<file path="src/rtl/ram_arb_pkg.sv">
// Shared types and defaults for the two-port RAM arbiter.
// Owner encoding doubles as the requester index into the packed port vectors.
package ram_arb_pkg;

    localparam int DEF_ADDR_W = 6;
    localparam int DEF_DATA_W = 16;
    localparam int DEF_RD_LAT = 1;

    typedef enum logic [1:0] {
        IDLE    = 2'd0,
        ACCESS  = 2'd1,
        WAIT_RD = 2'd2,
        ACK     = 2'd3
    } state_t;

    typedef enum logic {
        OWN_CPU = 1'b0,
        OWN_DBG = 1'b1
    } owner_t;

endpackage

</file>
<file path="src/rtl/arb_rr2.sv">
// Two-way round-robin picker: on contention the port not granted last wins.
module arb_rr2
    import ram_arb_pkg::*;
(
    input  logic [1:0] req,
    input  owner_t     last,
    output logic       grant_valid,
    output owner_t     grant_idx
);

    always_comb begin
        grant_valid = |req;
        grant_idx   = OWN_CPU;
        if (&req) begin
            grant_idx = (last == OWN_CPU) ? OWN_DBG : OWN_CPU;
        end else if (req[1]) begin
            grant_idx = OWN_DBG;
        end
    end

endmodule

</file>
<file path="src/rtl/ram_arbiter.sv">
// Arbitrates a CPU port and a debug/loader port onto one single-port RAM,
// one transaction at a time, with registered RAM-side outputs.
module ram_arbiter
    import ram_arb_pkg::*;
#(
    parameter int ADDR_W = DEF_ADDR_W,
    parameter int DATA_W = DEF_DATA_W,
    parameter int RD_LAT = DEF_RD_LAT
)(
    input  logic              clk_main,
    input  logic              reset,

    input  logic              cpu_req,
    input  logic              cpu_we,
    input  logic [ADDR_W-1:0] cpu_addr,
    input  logic [DATA_W-1:0] cpu_wdata,
    output logic              cpu_ack,
    output logic [DATA_W-1:0] cpu_rdata,

    input  logic              dbg_req,
    input  logic              dbg_we,
    input  logic [ADDR_W-1:0] dbg_addr,
    input  logic [DATA_W-1:0] dbg_wdata,
    output logic              dbg_ack,
    output logic [DATA_W-1:0] dbg_rdata,

    output logic [ADDR_W-1:0] address_to_ram,
    output logic [DATA_W-1:0] data_to_ram,
    output logic              write_enable_to_ram,
    output logic              read_enable_to_ram,
    input  logic [DATA_W-1:0] data_from_ram,

    output logic              busy
);

    state_t state, state_nxt;
    owner_t owner_q, last_q, grant_idx;
    logic   grant_valid;
    logic   we_q;
    logic   sel;
    logic   [1:0] wait_cnt;
    logic   wait_done;

    logic [1:0]             req_vec;
    logic [1:0]             we_vec;
    logic [1:0][ADDR_W-1:0] addr_vec;
    logic [1:0][DATA_W-1:0] wdata_vec;

    assign req_vec   = {dbg_req, cpu_req};
    assign we_vec    = {dbg_we, cpu_we};
    assign addr_vec  = {dbg_addr, cpu_addr};
    assign wdata_vec = {dbg_wdata, cpu_wdata};
    assign sel       = grant_idx;

    assign wait_done = (wait_cnt == 2'(RD_LAT - 1));
    assign busy      = (state != IDLE);

    arb_rr2 u_rr (
        .req         (req_vec),
        .last        (last_q),
        .grant_valid (grant_valid),
        .grant_idx   (grant_idx)
    );

    always_ff @(posedge clk_main or negedge reset) begin
        if (!reset) state <= IDLE;
        else        state <= state_nxt;
    end

    always_comb begin
        state_nxt = state;
        case (state)
            IDLE:    if (grant_valid) state_nxt = ACCESS;
            ACCESS:  state_nxt = we_q ? ACK : WAIT_RD;
            WAIT_RD: if (wait_done) state_nxt = ACK;
            ACK:     state_nxt = IDLE;
            default: state_nxt = IDLE;
        endcase
    end

    // RAM controls are loaded on the grant edge so they are valid for the
    // whole ACCESS cycle, then the enables drop while address/data hold.
    always_ff @(posedge clk_main or negedge reset) begin
        if (!reset) begin
            owner_q             <= OWN_CPU;
            last_q              <= OWN_DBG;
            we_q                <= 1'b0;
            wait_cnt            <= '0;
            address_to_ram      <= '0;
            data_to_ram         <= '0;
            write_enable_to_ram <= 1'b0;
            read_enable_to_ram  <= 1'b0;
            cpu_ack             <= 1'b0;
            dbg_ack             <= 1'b0;
            cpu_rdata           <= '0;
            dbg_rdata           <= '0;
        end else begin
            write_enable_to_ram <= 1'b0;
            read_enable_to_ram  <= 1'b0;
            cpu_ack <= (state_nxt == ACK) && (owner_q == OWN_CPU);
            dbg_ack <= (state_nxt == ACK) && (owner_q == OWN_DBG);
            case (state)
                IDLE: begin
                    if (grant_valid) begin
                        owner_q             <= grant_idx;
                        we_q                <= we_vec[sel];
                        address_to_ram      <= addr_vec[sel];
                        write_enable_to_ram <= we_vec[sel];
                        read_enable_to_ram  <= !we_vec[sel];
                        if (we_vec[sel]) data_to_ram <= wdata_vec[sel];
                    end
                end
                ACCESS: wait_cnt <= '0;
                WAIT_RD: begin
                    wait_cnt <= wait_cnt + 2'd1;
                    if (wait_done) begin
                        if (owner_q == OWN_CPU) cpu_rdata <= data_from_ram;
                        else                    dbg_rdata <= data_from_ram;
                    end
                end
                ACK: last_q <= owner_q;
                default: ;
            endcase
        end
    end

endmodule

</file>
<file path="config.mk">
export PLATFORM = sky130hd
export DESIGN_NAME = ram_arbiter
export DESIGN_NICKNAME = d
export VERILOG_FILES = /design/src/rtl/ram_arb_pkg.sv /design/src/rtl/arb_rr2.sv /design/src/rtl/ram_arbiter.sv
export SDC_FILE = /design/constraint.sdc
export NUM_CORES = 1
export LEC_CHECK = 0
export CORE_MARGIN = 2
export CORE_UTILIZATION = 40
export DETAILED_ROUTE_END_ITERATION = 7
export PLACE_DENSITY_LB_ADDON = 0.25
export SLEW_MARGIN = 20
export SYNTH_ARGS = -nofsm -noshare
export SYNTH_HDL_FRONTEND = slang
export SYNTH_SLANG_ARGS = --single-unit
</file>
<file path="constraint.sdc">
create_clock -name clk_main -period 3.1 [get_ports clk_main]
set_input_delay 0.31 -clock clk_main [delete_from_list [all_inputs] [get_ports clk_main]]
set_output_delay 0.31 -clock clk_main [all_outputs]
set_load 0.03 [all_outputs]
</file>
# Word-level counts from Yosys, hierarchy flattened
# Index checks and enable logic that the tools add are counted.
# W data, S select, Z words.
[op_classes] add_sub_neg=1 magnitude_cmp=1 bitwise_logic=1 n_reduce_logical=13 eq_ne=4 mux=18
[op_table] cell="$mux W16" count=2
[op_table] cell="$mux W6" count=2
[op_table] cell="$mux W1" count=10
[op_table] cell="$reduce_and A3 Y1" count=3
[op_table] cell="$pmux W2 S4" count=1
[op_table] cell="$eq A2 B2 Y1 const B" count=3
[op_table] cell="$logic_not A2 Y1" count=2
[op_table] cell="$mux W2" count=2
[op_table] cell="$pmux W2 S2" count=1
[op_table] cell="$reduce_and A2 Y1" count=2
[op_table] cell="$reduce_bool A2 Y1" count=2
[op_table] cell="$add A2 B1 Y2 const B" count=1
[op_table] cell="$eq A2 B1 Y1 const B" count=1
[op_table] cell="$logic_and A1 B1 Y1" count=2
[op_table] cell="$lt A1 B2 Y1 const B" count=1
[op_table] cell="$reduce_or A2 Y1" count=1
[op_table] cell="$logic_not A1 Y1" count=1
[op_table] cell="$not A1 Y1" count=1
[totals] input_bits=66 ff_bits=65

# Logic depth before layout (Yosys ltp)
[depth] ltp_word=7 depth_mapped=7 mapped_depth_nobuf=6

# By module
# A second synthesis with hierarchy kept.
[unflattened] hier_cells=186 hier_area_um2=2803.9
[by_module_without_submodules] module="ram_arbiter" seq_area_each_um2=1627.8 instances=1 area_each_um2=2790.2 cells_per_inst=184
[by_module_without_submodules] module="arb_rr2" seq_area_each_um2=0.0 instances=1 area_each_um2=13.8 cells_per_inst=2

# Worst setup path before layout
# No wires, ideal clock.
[synth_path] path_type="reg-to-reg" from="reg state[0]" to="reg data_to_ram[10]" arrival_ns=1.610 setup_ns=0.125 required_ns=2.975 path_stages_with_launch=8 setup_slack_ns=1.365 path_cell_list="dfrtp_1 inv_1 ha_1 inv_1 a21o_1 buf_6 buf_6 mux2_4"
[synth_between] elab_chain_cells=2
[synth_rtl] element="start: declaration" line="ram_arbiter.sv:36" source="state_t state, state_nxt;"
[synth_rtl] element="start signal: assignment" line="ram_arbiter.sv:67" source="else state <= state_nxt;"
[synth_rtl] element="$logic_not A2 Y1" line="ram_arbiter.sv:102" source="case (state)"
[synth_rtl] element="$reduce_and A3 Y1 (no line)"
[synth_rtl] element="end signal: assignment" line="ram_arbiter.sv:110" source="if (we_vec[sel]) data_to_ram <= wdata_vec[sel];"
[synth_rtl] element="end: declaration" line="ram_arbiter.sv:28" source="output logic [DATA_W-1:0] data_to_ram,"
# Every way passes these cells.
# A chain may end at the register's enable or synchronous reset.

# Worst setup path after layout
[layout_path] from="reg state[0]" to="out busy"
[layout_between] elab_chain_cells=1
[layout_rtl] element="$reduce_bool A2 Y1" line="ram_arbiter.sv:56" source="assign busy = (state != IDLE);"
[layout_rtl] element="end: declaration" line="ram_arbiter.sv:33" source="output logic busy"
# Every way passes these cells.

==> out/qor.txt <==
Outcome: finished, violations left
Failing checks: negative hold slack
Syn avg cell area: 14.7 µm²
Peak supply drop: 0.000520 V
Clock skew: 0.00818 ns
Clock Pin Slew Worst Setup and Hold Paths: 0.07 ns
Seq pwr share: 30.8%
Hold WC Path Type: in2async
Fin. max-slew vios: 0
Syn nets: 261
Setup bufs post-CTS: 0
Main combinational cell family by area after synthesis: multiplexers
Non-Filler Instances: 407
Worst hold slack: -0.0280 ns
Nets: 393
R2R depth: 4
Final setup vio count: 0
Clk buf depth: 2
CP Capture Type: primary output
Die width: 87.4 µm
Synth area leaders: dfrtp_1 58%, mux2_2 23%, mux2_4 4.9%, ha_1 2.2%, mux2i_1 2.2%
Rows: 30
Setup CP Type: reg2out
RSZ-0062 raised after global routing: false
Gate Count Post-Synth: 190
Setup slack, reg-to-reg: 1.05 ns
Most frequent cells in the layout: 123 x clkdlybuf4s50_1, 64 x dfrtp_1, 57 x mux2_2
# H-tree levels: 3
Grt total ovfl: 0
# DRC: 0
Resize count post-CTS: 0
ANT nets after route: 0
Commonest non-fill, non-tap cell in the layout: clkdlybuf4s50_1
Clock share of power: 16.3%
Synth Area in Compound Gates: 3.95%
Final Power: 4860 µW
Reg-to-reg endpoint: dbg_rdata[13]
Post-synth cell types: 24
Xor-xnor portion of the synthesized cell area: 0%
Area growth syn-to-layout: 55.4%
FMAX: 460 MHz
Clock sink count: 65
RePlAce Congestion: 0.721
Number of global-route vias before repair: 1966
EDFF count, synth: 0
Clock Tree Root: clkbuf_8
GRT Util Overall: 16.9%
Main synth FF type: dfrtp_1
Routed wire per std cell: 15.2 µm
Final Hold Viols: 44
Final worst-path cycle share: 70.1%
Yosys warnings: 0
Crit start category: flip-flop
Initial drt markers: 43
Async S/R FF share, synth: 100%
Post-route minimum period: 2.17 ns
Routed vias: 1931
Crit Path Max Fanout: 5
Leakage: 0.00189 µW
CTS tree: built
Skew-Pair Late Insertion Delay: 0.33 ns
Post-Synth Adder-Cell Area: 2.25%
Setup TNS: 0 ns
Setup crit start: state[0]
R2R Path Start: state[0]
Ports: 125
Simple-gate share of the synthesized area: 2.56%
Die height: 87.4 µm
Internal: 2990 µW
Combinational power share: 52.9%
Multiplexer area fraction after synthesis: 30.1%
CTS Buf Count: 9
Die area: 7650 µm²
Normalized max-slew margin: 40.5%
CTS hold repair buffers: 0
Measured slew at the worst slew-check pin: 0.889 ns
Switching Fraction: 38.4%
Net switching power: 1870 µW
DRT Pass-1 Iters: 4
Post-Syn Area: 2790 µm²
DP Area: 4110 µm²
Largest net degree at the start of global routing: 47
Core footprint: 6760 µm²
Placed cells: 391
Initial core utilization: 41.2%
WP data required: 2.79 ns
Total Wirelength: 6.18 mm
Fraction of layout cells with a size suffix above 1: 26.9%
Post-DP HPWL: 4.53 mm
Max-capacitance violation count: 0
Initial antenna violation count: 0
#FFs+latches synth: 65
Port Buffers: 124
First-pass GRT wire length: 9.66 mm
Synth area leader: dfrtp_1
Design area: 4330 µm²
Vias/cell: 4.74
Diodes inserted: 0
Register area share after synthesis: 58.4%
Power Dens Cells: 1120 nW/µm²
Yosys top cell area share: 57.5%
Arrival @ worst endpoint: 1.86 ns
==> layer usage <==
metal / vias up / part of all wire, % / track usage (%)
met1: 931 / 42 / 20.0
met3: 11 / 4.3 / 3.89
met4: 0 / 2.0 / 8.95
li1: 934 / - / -
met5: - / 0 / 0
met2: 55 / 52 / 28.4
==> synth_stat cells, types with 2 or more instances <==
cell	number
dfrtp_1	64
mux2_2	57
o21ai_0	10
mux2_4	9
inv_1	8
nand2_1	8
mux2i_1	6
ha_1	5
buf_2	4
nand3_1	3
buf_6	2
nor2_1	2
==> flip-flops by register name, summed over array words and instances, names as in the netlist, 2 cells and up <==
signal and cells:
cpu_rdata 16, data_to_ram 16, dbg_rdata 16, address_to_ram 6
state 2, wait_cnt 2
==> power by group through the flow <==
| stage | Clock [µW] | Combinational [µW] | Sequential, µW |
|---|---|---|---|
| after floorplan | 0 | 807 | 2250 |
| after global placement | 0 | 2570 | 1510 |
| after detailed placement | 0 | 2600 | 1520 |
| after CTS | 817 | 2600 | 1500 |
| after global routing | 861 | 2710 | 1560 |
| final | 791 | 2570 | 1500 |
==> through the flow <==
step                      setup WS [ns]  utilization [%]
after global routing              0.832             64.1
final                             0.927             64.1
after CTS                         0.897             64.0
after global placement            0.987             60.8
after detailed placement          0.935             60.8
after floorplan                    1.37                -
==> how the worst max path moves through the flow <==
stage	to	slack, ns	cells after the start
6_report	busy	0.93	4
5_1_grt	busy	0.83	4
4_1_cts	busy	0.90	4
3_5_place_dp	data_to_ram[5]	0.94	5
3_3_place_gp	data_to_ram[11]	0.99	5
2_1_floorplan	data_to_ram[10]	1.37	7
==> final cells by class <==
| cell class | instances | area (µm²) |
|---|---|---|
| flip-flops and latches | 65 | 1630 |
| fillers | 532 | 2430 |
| multi-input cells | 110 | 1080 |
| repair buffers | 128 | 1270 |
| well taps | 80 | 100 |
| inverters | 8 | 30.0 |
| clock buffers | 11 | 141 |
| clock inverters | 5 | 78.8 |
==> logic make-up after synthesis <==
logic type               after synthesis
multiplexers                          72
adder cells (fa/ha/maj)                5
AO/OA/AOI/OAI                         17
AND/OR/NAND/NOR                       16
buffers and inverters                 15
flip-flops                            65
==> critical path, cell delays in order, from the launching register on <==
cell and delay [ns]:
dfrtp_1 0.42, inv_1 0.08, ha_1 0.26, inv_1 0.09, clkdlybuf4s50_1 0.68
Note: power is estimated with default switching activity, not from simulation.
==> patch (same settings) <==
Re-encode `state_t` (4 states) as one-hot, 4 bits wide.
--- a/src/rtl/ram_arb_pkg.sv
+++ b/src/rtl/ram_arb_pkg.sv
@@ -7,9 +7,9 @@
     localparam int DEF_RD_LAT = 1;
 
-    typedef enum logic [1:0] {
-        IDLE    = 2'd0,
-        ACCESS  = 2'd1,
-        WAIT_RD = 2'd2,
-        ACK     = 2'd3
+    typedef enum logic [3:0] {
+        IDLE    = 4'b0001,
+        ACCESS  = 4'b0010,
+        WAIT_RD = 4'b0100,
+        ACK     = 4'b1000
     } state_t;
 
Function: no difference found for any inputs over 10 cycles, from zero or initial values and one cycle with reset low; not proved beyond that.
==> patch against the unedited design <==
- routed wire length up 0.11%
- sequential cell count up 2
- utilization down 0.30 points
- design area up 0.64%
- clock skew up 4.2 ps
- largest power group unchanged
- fmax down 0.93%
- largest cell class unchanged
- power down 9.0%
- setup slack worse by 20 ps
- critical path depth up 1
- via count up 9.1%
- synthesized area up 1.4%
==> patch: results (changes against the unedited design) <==
- Worst vdd ir: 0.544 mV (+4.6%)
- CP startpoint: dbg_req
- Met1 wire length: 2570 µm (-0.31%)
- Tcrit/Tclk final: 70.8% (+0.66 points)
- Power Clock: 0.786 mW (-0.6%)
- Final net count: 397 (+1.0%)
- Vias in the first global route: 2149 (+9.3%)
- Flop pwr share: 33.7% (+2.9 points)
- Vias post-DR: 2106 (+9.1%)
- Skew-Pair Late Insertion Delay: 330 ps (about the same)
- Status: completed
- Min Hold Slack: 16.9 ps (+44.9 ps)
- Routed wl met3: 561 µm (+110%)
- Global-route wire length before repair: 10000 µm (+3.9%)
- Worst slack, placed: 529 ps (-406 ps)
- Final WL: 6190 µm (+0.11%)
- Min-Delay Path Class: in2async
- Synth unique cells: 34 (+42%)
- Switching share of total power: 38.1% (-0.27 points)
- Largest net degree at the start of global routing: 34 (-28%)
- Syn Nets: 270 (+3.4%)
- Worst-Margin Slew: 721 ps (-168 ps)
- Met2 WL: 3000 µm (-6.8%)
- Ranking of synthesized cells by area: dfrtp_1, mux2_2, a2bb2oi_2, o22ai_1, mux2i_1
- Power after layout: 4.42 mW (-9.0%)
- Reg-to-reg slack, setup: 1010 ps (-40 ps)
- Worst setup path endpoint: data_to_ram[3]
- CP peak stage delay: 660 ps (-20 ps)
- Number of H-tree levels: 3 (unchanged)
- Port bufs: 124 (unchanged)
- Critical-path top delay cell: a21boi_4
- Crit-path max FO: 18 (+13)
- Non-filler cells in the finished layout: 431 (+5.9%)
- Placer Congestion: 0.792 (+9.9%)
- Placement Cell Area: 4140 µm² (+0.76%)
- Synth cell count leaders: dfrtp_1, mux2_2, o22ai_1, nor2_1, a2bb2oi_2
- GRT Total Usage: 16.9% (+0.022 points)
- Critical path arrival: 2430 ps (+570 ps)
- Grt met1 use: 20.6% (+0.60 points)
- Syn_area_per_cell: 13.9 µm² (-5.1%)
- Met3 GRT Util: 5.56% (+1.7 points)
- Inst Count DP: 415 (+6.1%)
- Clock skew: 12.4 ps (+4.21 ps)
- Layout cells sized above 1: 20.3% (-6.6 points)
- Dpl hpwl: 4580 µm (+1.1%)
- R2R Path Start: last_q
[patch: layout make-up]
cell class                      instances  area (µm²)
Fill cell                             562        2480
Sequential cell                        67        1680
Multi-Input combinational cell        118        1040
Timing Repair Buffer                  130        1280
Clock buffer                           12         145
Inverter                                4        15.0
Tap cell                               96         120
Clock inverter                          4        73.8
[patch: logic make-up (layout without fill, tap and decap cells)]
family	count (synthesis)	count (layout)	share of synthesized area, %
DFF	67	67	59.5
AOI/OAI and AO/OA	48	48	14.2
muxes	41	41	16.0
and+or+nand+nor	27	27	5.89
buffers and inverters	18	150	3.68
adders and majority gates	1	1	0.443
xor gates and xnor gates	1	1	0.310
[patch: how the worst min path moves through the flow]
stage	start	to
floorplan	reset	address_to_ram[0]
global placement	reset	address_to_ram[3]
detailed placement	reset	address_to_ram[3]
CTS	reset	address_to_ram[3]
global route	reset	address_to_ram[3]
finish	reset	address_to_ram[2]
[patch: critical path: cells and delay by family]
family          cells  cell delay, ps
simple gates        1             460
buf+inv             1             470
compound gates      3            1190
